### src/rtl/sine_pkg.sv
`default_nettype none
// +----------------------------------------------------------------------------+
// | Module   : sine_pkg                                                         |
// | Purpose  : Shared widths, the midscale constant, the quadrant enum and the  |
// |            pipeline tag type used by the sine sequencer.                    |
// | Revision : 1.0 - initial release                                            |
// +----------------------------------------------------------------------------+
package sine_pkg;

   localparam int unsigned QW_ADDR_W = 7;
   localparam int unsigned SAMPLE_W  = 10;
   localparam int unsigned PHASE_W   = 9;
   localparam logic [SAMPLE_W-1:0] MIDSCALE = 10'd512;

   typedef enum logic [1:0] {
      Q0 = 2'd0,
      Q1 = 2'd1,
      Q2 = 2'd2,
      Q3 = 2'd3
   } quadrant_t;

   typedef struct packed {
      logic      valid;
      quadrant_t quadrant;
   } stage_tag_t;

endpackage
`default_nettype wire

### src/rtl/tick_gen.sv
`default_nettype none
// +----------------------------------------------------------------------------+
// | Module   : tick_gen                                                         |
// | Purpose  : Clock divider producing one phase-step tick every DIV enabled    |
// |            clocks. The divider freezes while enable is low.                 |
// | Ports    : clk, rst (sync, active high), enable -> tick (combinational)     |
// | Revision : 1.0 - initial release                                            |
// +----------------------------------------------------------------------------+
module tick_gen #(
   parameter int unsigned DIV = 4
) (
   input  logic clk,
   input  logic rst,
   input  logic enable,
   output logic tick
);

   localparam int unsigned CNT_W = (DIV > 1) ? $clog2(DIV) : 1;
   localparam logic [CNT_W-1:0] C_LAST = CNT_W'(DIV - 1);

   logic [CNT_W-1:0] r_divider;

   assign tick = enable && (r_divider == C_LAST);

   always_ff @(posedge clk) begin
      if (rst) begin
         r_divider <= '0;
      end else if (tick) begin
         r_divider <= '0;
      end else if (enable) begin
         r_divider <= r_divider + 1'b1;
      end
   end

endmodule
`default_nettype wire

### src/rtl/sine_sequencer.sv
`default_nettype none
// +----------------------------------------------------------------------------+
// | Module   : sine_sequencer                                                   |
// | Purpose  : Walks a 9-bit phase accumulator, addresses a quarter-wave ROM    |
// |            with quadrant mirroring and rebuilds full-wave samples with      |
// |            quadrant inversion for the DAC/PWM stage.                        |
// | Ports    : clk, rst, enable        - clock, sync reset, run control         |
// |            read_address / read_data - ROM interface (1-cycle read)          |
// |            sample, sample_valid,    - reconstructed sample, new-value pulse |
// |            quadrant                   and its quadrant tag                  |
// | Revision : 1.0 - initial release                                            |
// +----------------------------------------------------------------------------+
module sine_sequencer
   import sine_pkg::*;
#(
   parameter int unsigned DIV        = 4,
   parameter int unsigned PHASE_STEP = 1
) (
   input  logic                 clk,
   input  logic                 rst,
   input  logic                 enable,
   output logic [QW_ADDR_W-1:0] read_address,
   input  logic [SAMPLE_W-1:0]  read_data,
   output logic [SAMPLE_W-1:0]  sample,
   output logic                 sample_valid,
   output logic [1:0]           quadrant
);

   logic               w_tick;
   logic [PHASE_W-1:0] r_phase;
   logic [PHASE_W-1:0] w_phase_next;
   stage_tag_t         r_stage0;
   stage_tag_t         r_stage1;

   tick_gen #(
      .DIV (DIV)
   ) u_tick_gen (
      .clk    (clk),
      .rst    (rst),
      .enable (enable),
      .tick   (w_tick)
   );

   // Natural 9-bit overflow gives the modulo-512 wrap.
   assign w_phase_next = r_phase + PHASE_W'(PHASE_STEP);

   always_ff @(posedge clk) begin
      if (rst) begin
         r_phase      <= '0;
         read_address <= '0;
         r_stage0     <= '0;
         r_stage1     <= '0;
         sample       <= MIDSCALE;
         sample_valid <= 1'b0;
         quadrant     <= Q0;
      end else begin
         r_stage1     <= r_stage0;
         sample_valid <= r_stage1.valid;

         if (w_tick) begin
            r_phase <= w_phase_next;
            // Odd quadrants run the quarter-wave backwards (127 - index).
            read_address      <= w_phase_next[7] ? ~w_phase_next[6:0] : w_phase_next[6:0];
            r_stage0.valid    <= 1'b1;
            r_stage0.quadrant <= quadrant_t'(w_phase_next[8:7]);
         end else begin
            r_stage0.valid    <= 1'b0;
         end

         // read_data now belongs to the address issued with this tag.
         if (r_stage1.valid) begin
            // Lower half-wave: bitwise invert equals 1023 - x.
            sample   <= (r_stage1.quadrant inside {Q2, Q3}) ? ~read_data : read_data;
            quadrant <= r_stage1.quadrant;
         end
      end
   end

endmodule
`default_nettype wire

### config.mk
export PLATFORM = sky130hd
export DESIGN_NAME = sine_sequencer
export DESIGN_NICKNAME = d
export VERILOG_FILES = /design/src/rtl/sine_pkg.sv /design/src/rtl/tick_gen.sv /design/src/rtl/sine_sequencer.sv
export SDC_FILE = /design/constraint.sdc
export NUM_CORES = 1
export LEC_CHECK = 0
export ABC_AREA = 0
export CELL_PAD_IN_SITES_DETAIL_PLACEMENT = 0
export CELL_PAD_IN_SITES_GLOBAL_PLACEMENT = 1
export CORE_MARGIN = 3
export CORE_UTILIZATION = 37
export DETAILED_ROUTE_END_ITERATION = 10
export PLACE_DENSITY_LB_ADDON = 0.1
export SLEW_MARGIN = 30
export SYNTH_ARGS = -nofsm -noshare
export SYNTH_HDL_FRONTEND = slang
export SYNTH_HIERARCHICAL = 1
export SYNTH_SLANG_ARGS = --single-unit
### constraint.sdc
create_clock -name clk -period 2.27 [get_ports clk]
set_input_delay 0.454 -clock clk [delete_from_list [all_inputs] [get_ports clk]]
set_output_delay 0.454 -clock clk [all_outputs]
set_load 0.1 [all_outputs]
==> results.sh, run 1 <==
export IMPL_cts_buffer_depth=2
export IMPL_clkSlewWorstSetupHoldPaths_ps=70
export IMPL_fp_dieH_um=70.6
export IMPL_place_inst=239
export IMPL_wirelength_um=3190
export IMPL_ant_nets=0
export IMPL_leakage_nw=0.672
export IMPL_placed_area_um2=1840
export IMPL_whs_ps=453
export IMPL_synthToLayoutAreaGrowth_pct=25.5
export IMPL_grt_pass1_wl_um=5760
export IMPL_regToRegSetupSlack_ps=370
export IMPL_hold_viol_final=0
export IMPL_syn_area_um2=1550
export IMPL_final_area_um2=1940
export IMPL_cts_made_buffers=5
export IMPL_crit_fanout=6
export IMPL_finClkSkew_ps=3.69
export IMPL_worstPathArrival_ps=2100
export IMPL_gp_congestion=0.797
export IMPL_ys_seq_area_frac=0.453
export IMPL_grt_pass1_vias=1245
export IMPL_setup_worst_path_start="r_phase[0]$_SDFFE_PP0P_"
export IMPL_min_to="r_stage1[2]$_SDFF_PP0_"
export IMPL_drc=0
export IMPL_start_util=0.401
export IMPL_outcome="finished clean"
export IMPL_final_common_cell="dfxtp_1"
export IMPL_r2r_end="read_address[6]$_SDFFE_PP0P_"
export IMPL_start_kind="flip-flop"
export IMPL_end_kind="flip-flop"
export IMPL_syn_nets=184
export IMPL_use_met2=0.223
export IMPL_io_buffers=32
export IMPL_h_tree_depth=2
export IMPL_setup_violations_final=0
export IMPL_clkLatencyLatePin_ps=280
export IMPL_vias_per_cell=5.04
export IMPL_cp_required_ps=2460
export IMPL_drtIter0Drc=80
export IMPL_grt_use_met1=0.182
export IMPL_num_rows=22
export IMPL_die_w_um=70.6
export IMPL_busiest_layer="met2"
export IMPL_grt_max_degree=37
export IMPL_synthFlopType="dfxtp_1"
export IMPL_cts_tree="yes"
export IMPL_period_share=0.838
export IMPL_drive_above_1_share=0.161
export IMPL_core_area_um2=3850
export IMPL_rsz0062_at_grt="false"
export IMPL_die_area_um2=4990
export IMPL_post_cts_resized=0
export IMPL_tns_ps=0
export IMPL_syn_area_per_cell_um2=9.14
export IMPL_track_usage=0.143
export IMPL_cts_root_buf="clkbuf_8"
export IMPL_ios=33
export IMPL_fill_cells=371
export IMPL_synth_seq_cells=35
export IMPL_slew_violations=0
export IMPL_met3_usage=0.0412
export IMPL_antenna_found_initial=0
export IMPL_synth_edf_count=0
export IMPL_nets=213
export IMPL_finalNonFillerCells=247
export IMPL_min_path_cells=1
export IMPL_p_per_area_nw_per_um2=611
export IMPL_hp_start="r_stage0[2]$_SDFF_PP0_"
export IMPL_reg2reg_from="r_phase[0]$_SDFFE_PP0P_"
export IMPL_antenna_diode_count=0
export IMPL_fmax_mhz=525
export IMPL_ys_warn_count=6
export IMPL_slew_headroom=0.496
export IMPL_synthArstFlopShare=0
export IMPL_drv_cap=0
export IMPL_worstSetupPathType="reg -> reg"
export IMPL_clock_sinks=35
export IMPL_min_path_type="reg -> reg"
export IMPL_yosysUniqueCellTypes=38
export IMPL_dp_final_hpwl_um=2230
export IMPL_reg2reg_depth=5
export IMPL_min_period_ps=1900
export IMPL_wire_per_inst_um=12.9
export IMPL_fin_util=0.503
export IMPL_syn_inst=169
export IMPL_most_common_layout_cells="dfxtp_1, nor2_1, buf_4"
export IMPL_firstDrtPassIters=4
export IMPL_post_cts_setup_buffers=0
export IMPL_hold_buffers=0
export IMPL_ir_drop_mv=0.305
export IMPL_tightest_slew_ps=755
export IMPL_grt_overflow=0
export IMPL_num_vias=1244
[layer usage]
| metal | part of all wire | wire (µm) | vias up |
|---|---|---|---|
| li1 | - | - | 642 |
| met4 | 0.021 | 68 | 0 |
| met2 | 0.45 | 1450 | 20 |
| met3 | 0.044 | 141 | 8 |
| met5 | 0 | 0 | - |
| met1 | 0.48 | 1530 | 574 |
[power by group]
| part | internal (mW) | switching, mW | leakage [nW] | total, mW |
|---|---|---|---|---|
| Sequential | 0.619 | 0.00362 | 0.282 | 0.623 |
| Combinational | 0.0347 | 0.0396 | 0.339 | 0.0742 |
| Clock | 0.277 | 0.212 | 0.0515 | 0.489 |
| Total | 0.931 | 0.255 | 0.672 | 1.19 |
[synth_stat cells (3+ instances only)]
cell type  instances  area, µm²
nor2_1            26       97.6
nand3_1            3       15.0
a21oi_1            5       25.0
inv_1              4       15.0
nand2_1            7       26.3
a211oi_1          11       82.6
clkbuf_1           8       30.0
nor2b_1            3       18.8
xor2_1             3       26.3
or3_1              3       18.8
nor3_1             5       25.0
xnor2_1           17        149
dfxtp_1           35        701
o21ai_0            7       35.0
[per-stage QoR]
stage / setup slack (ps) / power (mW)
2_1_floorplan: 609 / 0.679
3_3_place_gp: 253 / 0.710
3_5_place_dp: 216 / 0.712
4_1_cts: 365 / 1.21
5_1_grt: 238 / 1.24
6_report: 367 / 1.19
[area by class of cell]
type / count / area [µm²] / share of cell area
Sequential cell: 35 / 701 / 0.361
Timing Repair Buffer: 34 / 285 / 0.147
Inverter: 4 / 15.0 / 0.00774
Tap cell: 48 / 60.1 / 0.0310
Multi-Input combinational cell: 118 / 778 / 0.401
Clock buffer: 8 / 100 / 0.0516
[worst max-delay path by stage]
stage | cells after the start | end | slack (ps)
floorplan | 5 | read_address[6]$_SDFFE_PP0P_ | 610
finish | 5 | read_address[6]$_SDFFE_PP0P_ | 370
global placement | 5 | read_address[1]$_SDFFE_PP0P_ | 250
global route | 5 | read_address[6]$_SDFFE_PP0P_ | 240
detailed placement | 6 | r_phase[8]$_SDFFE_PP0P_ | 220
CTS | 5 | read_address[6]$_SDFFE_PP0P_ | 360
[cell families (layout without fill, tap and decap cells)]
logic type                 Yosys count  after routing  share of synthesized area
AOI/OAI and AO/OA                   31             31                      0.134
xor gates and xnor gates            22             22                      0.143
adders and majority gates            2              2                     0.0162
buffers and inverters               16             46                     0.0429
DFF                                 35             35                      0.453
muxes                                2              2                     0.0130
and+or+nand+nor                     61             61                      0.198
[state kept, by name (all words and copies together) (netlist names)]
signal and count:
sample 10, r_phase 9, read_address 7, r_stage1 3, quadrant 2, u_tick_gen/r_divider 2
r_stage0 1, sample_valid 1
[critical path, stage by stage, from the launching register on]
cell	delay (ps)
dfxtp_1	450
ha_1	310
nand3_2	130
or3_1	360
a211o_1	310
a311oi_1	250
(Power assumes the default switching activity.)
==> inputs of run 2 (changes only) <==
Clock period 2.27 ns to 1.8 ns, I/O delays scaled along.
==> run 2 against run 1 <==
  * Clock-buffer cell count decreased by 2
  * Clock power increased by 17%
  * Total power increased by 23%
  * Flip-flop and latch count unchanged
  * Sequential power increased by 26%
  * Wire length increased by 2.1%
  * Critical path type is now in -> reg
  * Critical endpoint is now read_address[1]$_SDFFE_PP0P_
  * Largest power group unchanged
==> results.sh, run 2 (synthesis gave the netlist of run 1 again) <==
export IMPL_outcome="finished clean"
export IMPL_h_tree_depth=2
export IMPL_cts_buffer_depth=2
export IMPL_die_w_um=70.6
export IMPL_place_inst=246
export IMPL_min_to="r_stage1[2]$_SDFF_PP0_"
export IMPL_ir_drop_mv=0.564
export IMPL_cpPeakStageDelay_ps=530
export IMPL_cp_required_ps=1980
export IMPL_placed_area_um2=2150
export IMPL_num_rows=22
export IMPL_min_period_ps=1680
export IMPL_slew_violations=0
export IMPL_rsz0062_at_grt="true"
export IMPL_end_kind="flip-flop"
export IMPL_firstDrtPassIters=4
export IMPL_fp_dieH_um=70.6
export IMPL_pre_cts_ws_ps=-120
export IMPL_finClkSkew_ps=6.40
export IMPL_finalNonFillerCells=254
export IMPL_grt_overflow=0
export IMPL_synthToLayoutAreaGrowth_pct=47.0
export IMPL_slew_headroom=0.520
export IMPL_reg2reg_from="r_phase[1]$_SDFFE_PP0P_"
export IMPL_track_usage=0.143
export IMPL_regToRegSetupSlack_ps=130
export IMPL_r2r_end="read_address[6]$_SDFFE_PP0P_"
export IMPL_largest_reg_flops=10
export IMPL_period_share=0.935
export IMPL_drtIter0Drc=83
export IMPL_die_area_um2=4990
export IMPL_fmax_mhz=594
export IMPL_crit_fanout=6
export IMPL_leakage_nw=0.770
export IMPL_grt_max_degree=37
export IMPL_hold_buffers=0
export IMPL_most_common_layout_cells="dfxtp_1, nor2_1, buf_12"
export IMPL_vias_per_cell=5.03
export IMPL_clock_sinks=35
export IMPL_wire_per_inst_um=12.8
export IMPL_num_vias=1277
export IMPL_core_area_um2=3850
export IMPL_worstSetupPathType="in -> reg"
export IMPL_setup_ws_ps=118
export IMPL_cts_root_buf="clkbuf_8"
export IMPL_worstPathArrival_ps=1860
export IMPL_antenna_diode_count=0
export IMPL_io_buffers=32
export IMPL_top_regs="sample: 10 flops, r_phase: 9 flops, read_address: 7 flops"
export IMPL_min_path_type="reg -> reg"
export IMPL_nets=221
export IMPL_crit_chain="clkdlybuf4s50_1 -> and2_1 -> nand2_1 -> or4_1 -> o311ai_0"
export IMPL_min_path_cells=1
export IMPL_dp_final_hpwl_um=2310
export IMPL_hold_viol_final=0
export IMPL_antenna_found_initial=0
export IMPL_final_area_um2=2270
export IMPL_start_kind="input port"
export IMPL_final_common_cell="dfxtp_1"
export IMPL_gp_congestion=0.776
export IMPL_whs_ps=443
export IMPL_start_util=0.401
export IMPL_ant_nets=0
export IMPL_clkSlewWorstSetupHoldPaths_ps=70
export IMPL_cp_slowest_cell="clkdlybuf4s50_1"
export IMPL_p_per_area_nw_per_um2=644
export IMPL_hp_start="r_stage0[2]$_SDFF_PP0_"
export IMPL_grt_pass1_vias=1248
export IMPL_wirelength_um=3260
export IMPL_largest_register="sample"
export IMPL_cts_made_buffers=5
export IMPL_ios=33
export IMPL_setup_violations_final=0
export IMPL_clkLatencyLatePin_ps=280
export IMPL_reg2reg_depth=5
export IMPL_tightest_slew_ps=719
export IMPL_drc=0
export IMPL_drv_cap=0
export IMPL_cts_tree="yes"
export IMPL_grt_pass1_wl_um=5820
export IMPL_drive_above_1_share=0.223
## run 2: critical path, delay by kind of cell
kind,cells,cell delay [ps]
simple gates,3,880
buf+inv,1,530
compound gates,1,90
## run 2: worst max path at each step
stage,from,end,cells after the start
finish,enable,read_address[1]$_SDFFE_PP0P_,5
CTS,r_phase[1]$_SDFFE_PP0P_,read_address[6]$_SDFFE_PP0P_,5
floorplan,r_phase[0]$_SDFFE_PP0P_,read_address[6]$_SDFFE_PP0P_,5
detailed placement,enable,read_address[1]$_SDFFE_PP0P_,5
global placement,enable,read_address[1]$_SDFFE_PP0P_,5
global route,r_phase[2]$_SDFFE_PP0P_,read_address[1]$_SDFFE_PP0P_,4
## run 2: final cells by class
class / count / area, µm²
Tap cell: 48 / 60.1
Multi-Input combinational cell: 118 / 797
Clock buffer: 6 / 82.6
Timing Repair Buffer: 42 / 608
Clock inverter: 1 / 5.00
Sequential cell: 35 / 703
Fill cell: 331 / 1580
Inverter: 4 / 15.0
## run 2: per-stage QoR
step | total power, mW | util | setup TNS, ps
5_1_grt | 1.53 | 0.589 | -14.8
2_1_floorplan | 0.856 | - | 0
3_3_place_gp | 0.908 | 0.559 | -163
3_5_place_dp | 0.911 | 0.559 | -360
4_1_cts | 1.48 | 0.582 | 0
6_report | 1.46 | 0.589 | 0
## run 2: timing repair
item	CTS	global route
endpoints found under the setup margin	0	2
setup buffers	0	1
resized for setup	0	6
## run 2: power breakdown
part	leakage (nW)	total, mW	switching [mW]	internal, mW
clock network	0.0470	0.570	0.270	0.300
logic	0.440	0.107	0.0521	0.0546
registers	0.283	0.787	0.00590	0.781
## run 2: metal layers
metal / GRT usage / up-vias / wire length (µm)
met3: 0.0455 / 5 / 142
met4: 0.0334 / 0 / 23
met5: 0 / - / 0
li1: - / 656 / -
met2: 0.236 / 22 / 1550
met1: 0.183 / 594 / 1540
==> inputs of run 3 (changes only) <==
Settings changed: CTS_CLUSTER_SIZE set to 40.
==> results of run 3 <==
Final layout, timing and power as in run 2 (identical DEF).
==> RTL change (flow settings as in run 2) <==
Remove the register `sample_valid`: a continuous assignment takes its place, so the output `sample_valid` follows one clock earlier.
--- a/src/rtl/sine_sequencer.sv
+++ b/src/rtl/sine_sequencer.sv
@@ -51,11 +51,9 @@
          r_stage0     <= '0;
          r_stage1     <= '0;
          sample       <= MIDSCALE;
-         sample_valid <= 1'b0;
          quadrant     <= Q0;
       end else begin
          r_stage1     <= r_stage0;
-         sample_valid <= r_stage1.valid;
 
          if (w_tick) begin
             r_phase <= w_phase_next;
@@ -76,6 +74,8 @@
       end
    end
 
+   assign sample_valid = r_stage1.valid;
+
 endmodule
 `default_nettype wire
 
Behaviour: not the same (Yosys sat finds a counterexample within 10 cycles, from zero or initial values and one cycle with rst high).
==> RTL change against run 2 <==
  * Power increased by 7.0%
  * Core utilization increased by 1.9 points
  * Critical path depth increased by 1
  * Clock skew decreased by 0.0025 ns
  * Sequential cell count decreased by 1
  * Worst setup slack improved by 0.042 ns
  * Sequential power decreased by 2.9%
  * Critical endpoint is now r_phase[8]
  * Via count increased by 4.8%
  * Wire length increased by 12%
  * First-iteration DRC count decreased by 33%
  * Synthesized area decreased by 1.9%
  * Final area increased by 1.7%
  * Global-route usage increased by 1.2 points
==> RTL change: results (changes against run 2) <==
Power Clock=697 uW (+22%); synth cell count leaders=dfxtp_1 (34), nor2_1 (22), xnor2_1 (14); Worst Hold Class=flip-flop to flip-flop; grt met1 use=0.195 (+0.0119); CTS buffer count=5 (unchanged); Fin Hold WS=0.455 ns (+0.0123 ns); Mapped Cells=166 (-1.8%); GRT Resource Usage Total=0.155 (+0.0118); drt total wl=3640 um (+12%); Final min period=1.64 ns (-0.0424 ns); wl on met1=1670 um (+8.6%); Top Layer Used=met4; first-pass GRT wire length=6190 um (+6.3%); final setup skew=0.00388 ns (-0.00252 ns); DP Area=2190 um2 (+1.7%); n_diodes=0 (unchanged); status=complete, no violations; syn nets=181 (-1.6%); Hold Path Stages=1 (unchanged); Worst path max stage delay=0.52 ns; CP Capture Point=r_phase[8]; setup bufs post-CTS=0 (unchanged); Avg WL per Cell=13.9 um (+8.7%); share of cells above drive strength 1=0.239 (+0.0161); sw power=312 uW (-4.8%); Worst EP arrival=1.81 ns (-0.05 ns); Vias/cell=5.13 (+2.0%); Crit Path Max Fanout=5 (-1); routed wl met3=157 um (+11%); CTS tree=done; register area share after synthesis=0.449 (-0.00460); Comb pwr share=0.066 (-0.007); Peak VDD IR=0.413 mV (-27%); Synth cell types=40 (+5.3%); R2R depth=5 (unchanged); DP Wirelength=2740 um (+18%); hold endpoint=sample_valid; grt met3 use=0.0388 (-0.00661); initial DRC count=56 (-33%); met2 routed WL=1800 um (+16%); nets=228 (+3.2%); vias in the first global route=1,321 (+5.8%); top cell family by delay on the critical path=simple AND/OR/NAND/NOR gates; Pleak=0.000862 uW (+12%); R2R setup slack=0.18 ns (+0.05 ns); Flop pwr share=0.488 (-0.050); maximum number of pins on one net before global-route repair=23 (-38%); Placed Cells=254 (+3.3%); router iterations before antenna repair=4 (unchanged); synth top area cells=dfxtp_1 (45%), xnor2_1 (8.1%), nor2_1 (5.4%), a211oi_1 (4.5%), xor2_1 (3.5%); pre-CTS setup slack=-0.108 ns (+0.0120 ns); clock slew at reported path FFs=0.06 ns; met2 Resource Use GR=0.254 (+0.0180); Worst-Margin Slew=0.586 ns (-0.133 ns); RD Place Congestion=0.889 (+14%)
[RTL change: changes by cell type after synthesis, sizes merged, moves of 3 or more]
| cell | before | now |
|---|---|---|
| xor2 | 3 | 6 |
| nand3 | 4 | 8 |
| xnor2 | 17 | 14 |
| a21o | 0 | 3 |
| nor2 | 27 | 22 |
| nor3 | 5 | 2 |
[RTL change: kinds of logic (layout without fill, tap and decap cells)]
kind of cell    count (synthesis)  after routing  share of synthesized area
compound gates                 36             36                      0.174
simple gates                   58             58                      0.191
buf+inv                        14             61                     0.0413
xor+xnor                       20             20                      0.116
fa+ha+maj                       2              2                     0.0165
flops                          34             34                      0.449
mux                             2              2                     0.0132
[RTL change: layout make-up]
| cell class | instances | area (um2) |
|---|---|---|
| repair buffers | 52 | 671 |
| well taps | 48 | 60.1 |
| inverters | 2 | 7.51 |
| flip-flops and latches | 34 | 681 |
| fillers | 322 | 1490 |
| clock buffers | 6 | 82.6 |
| multi-input cells | 118 | 778 |
| clock inverters | 1 | 30.0 |
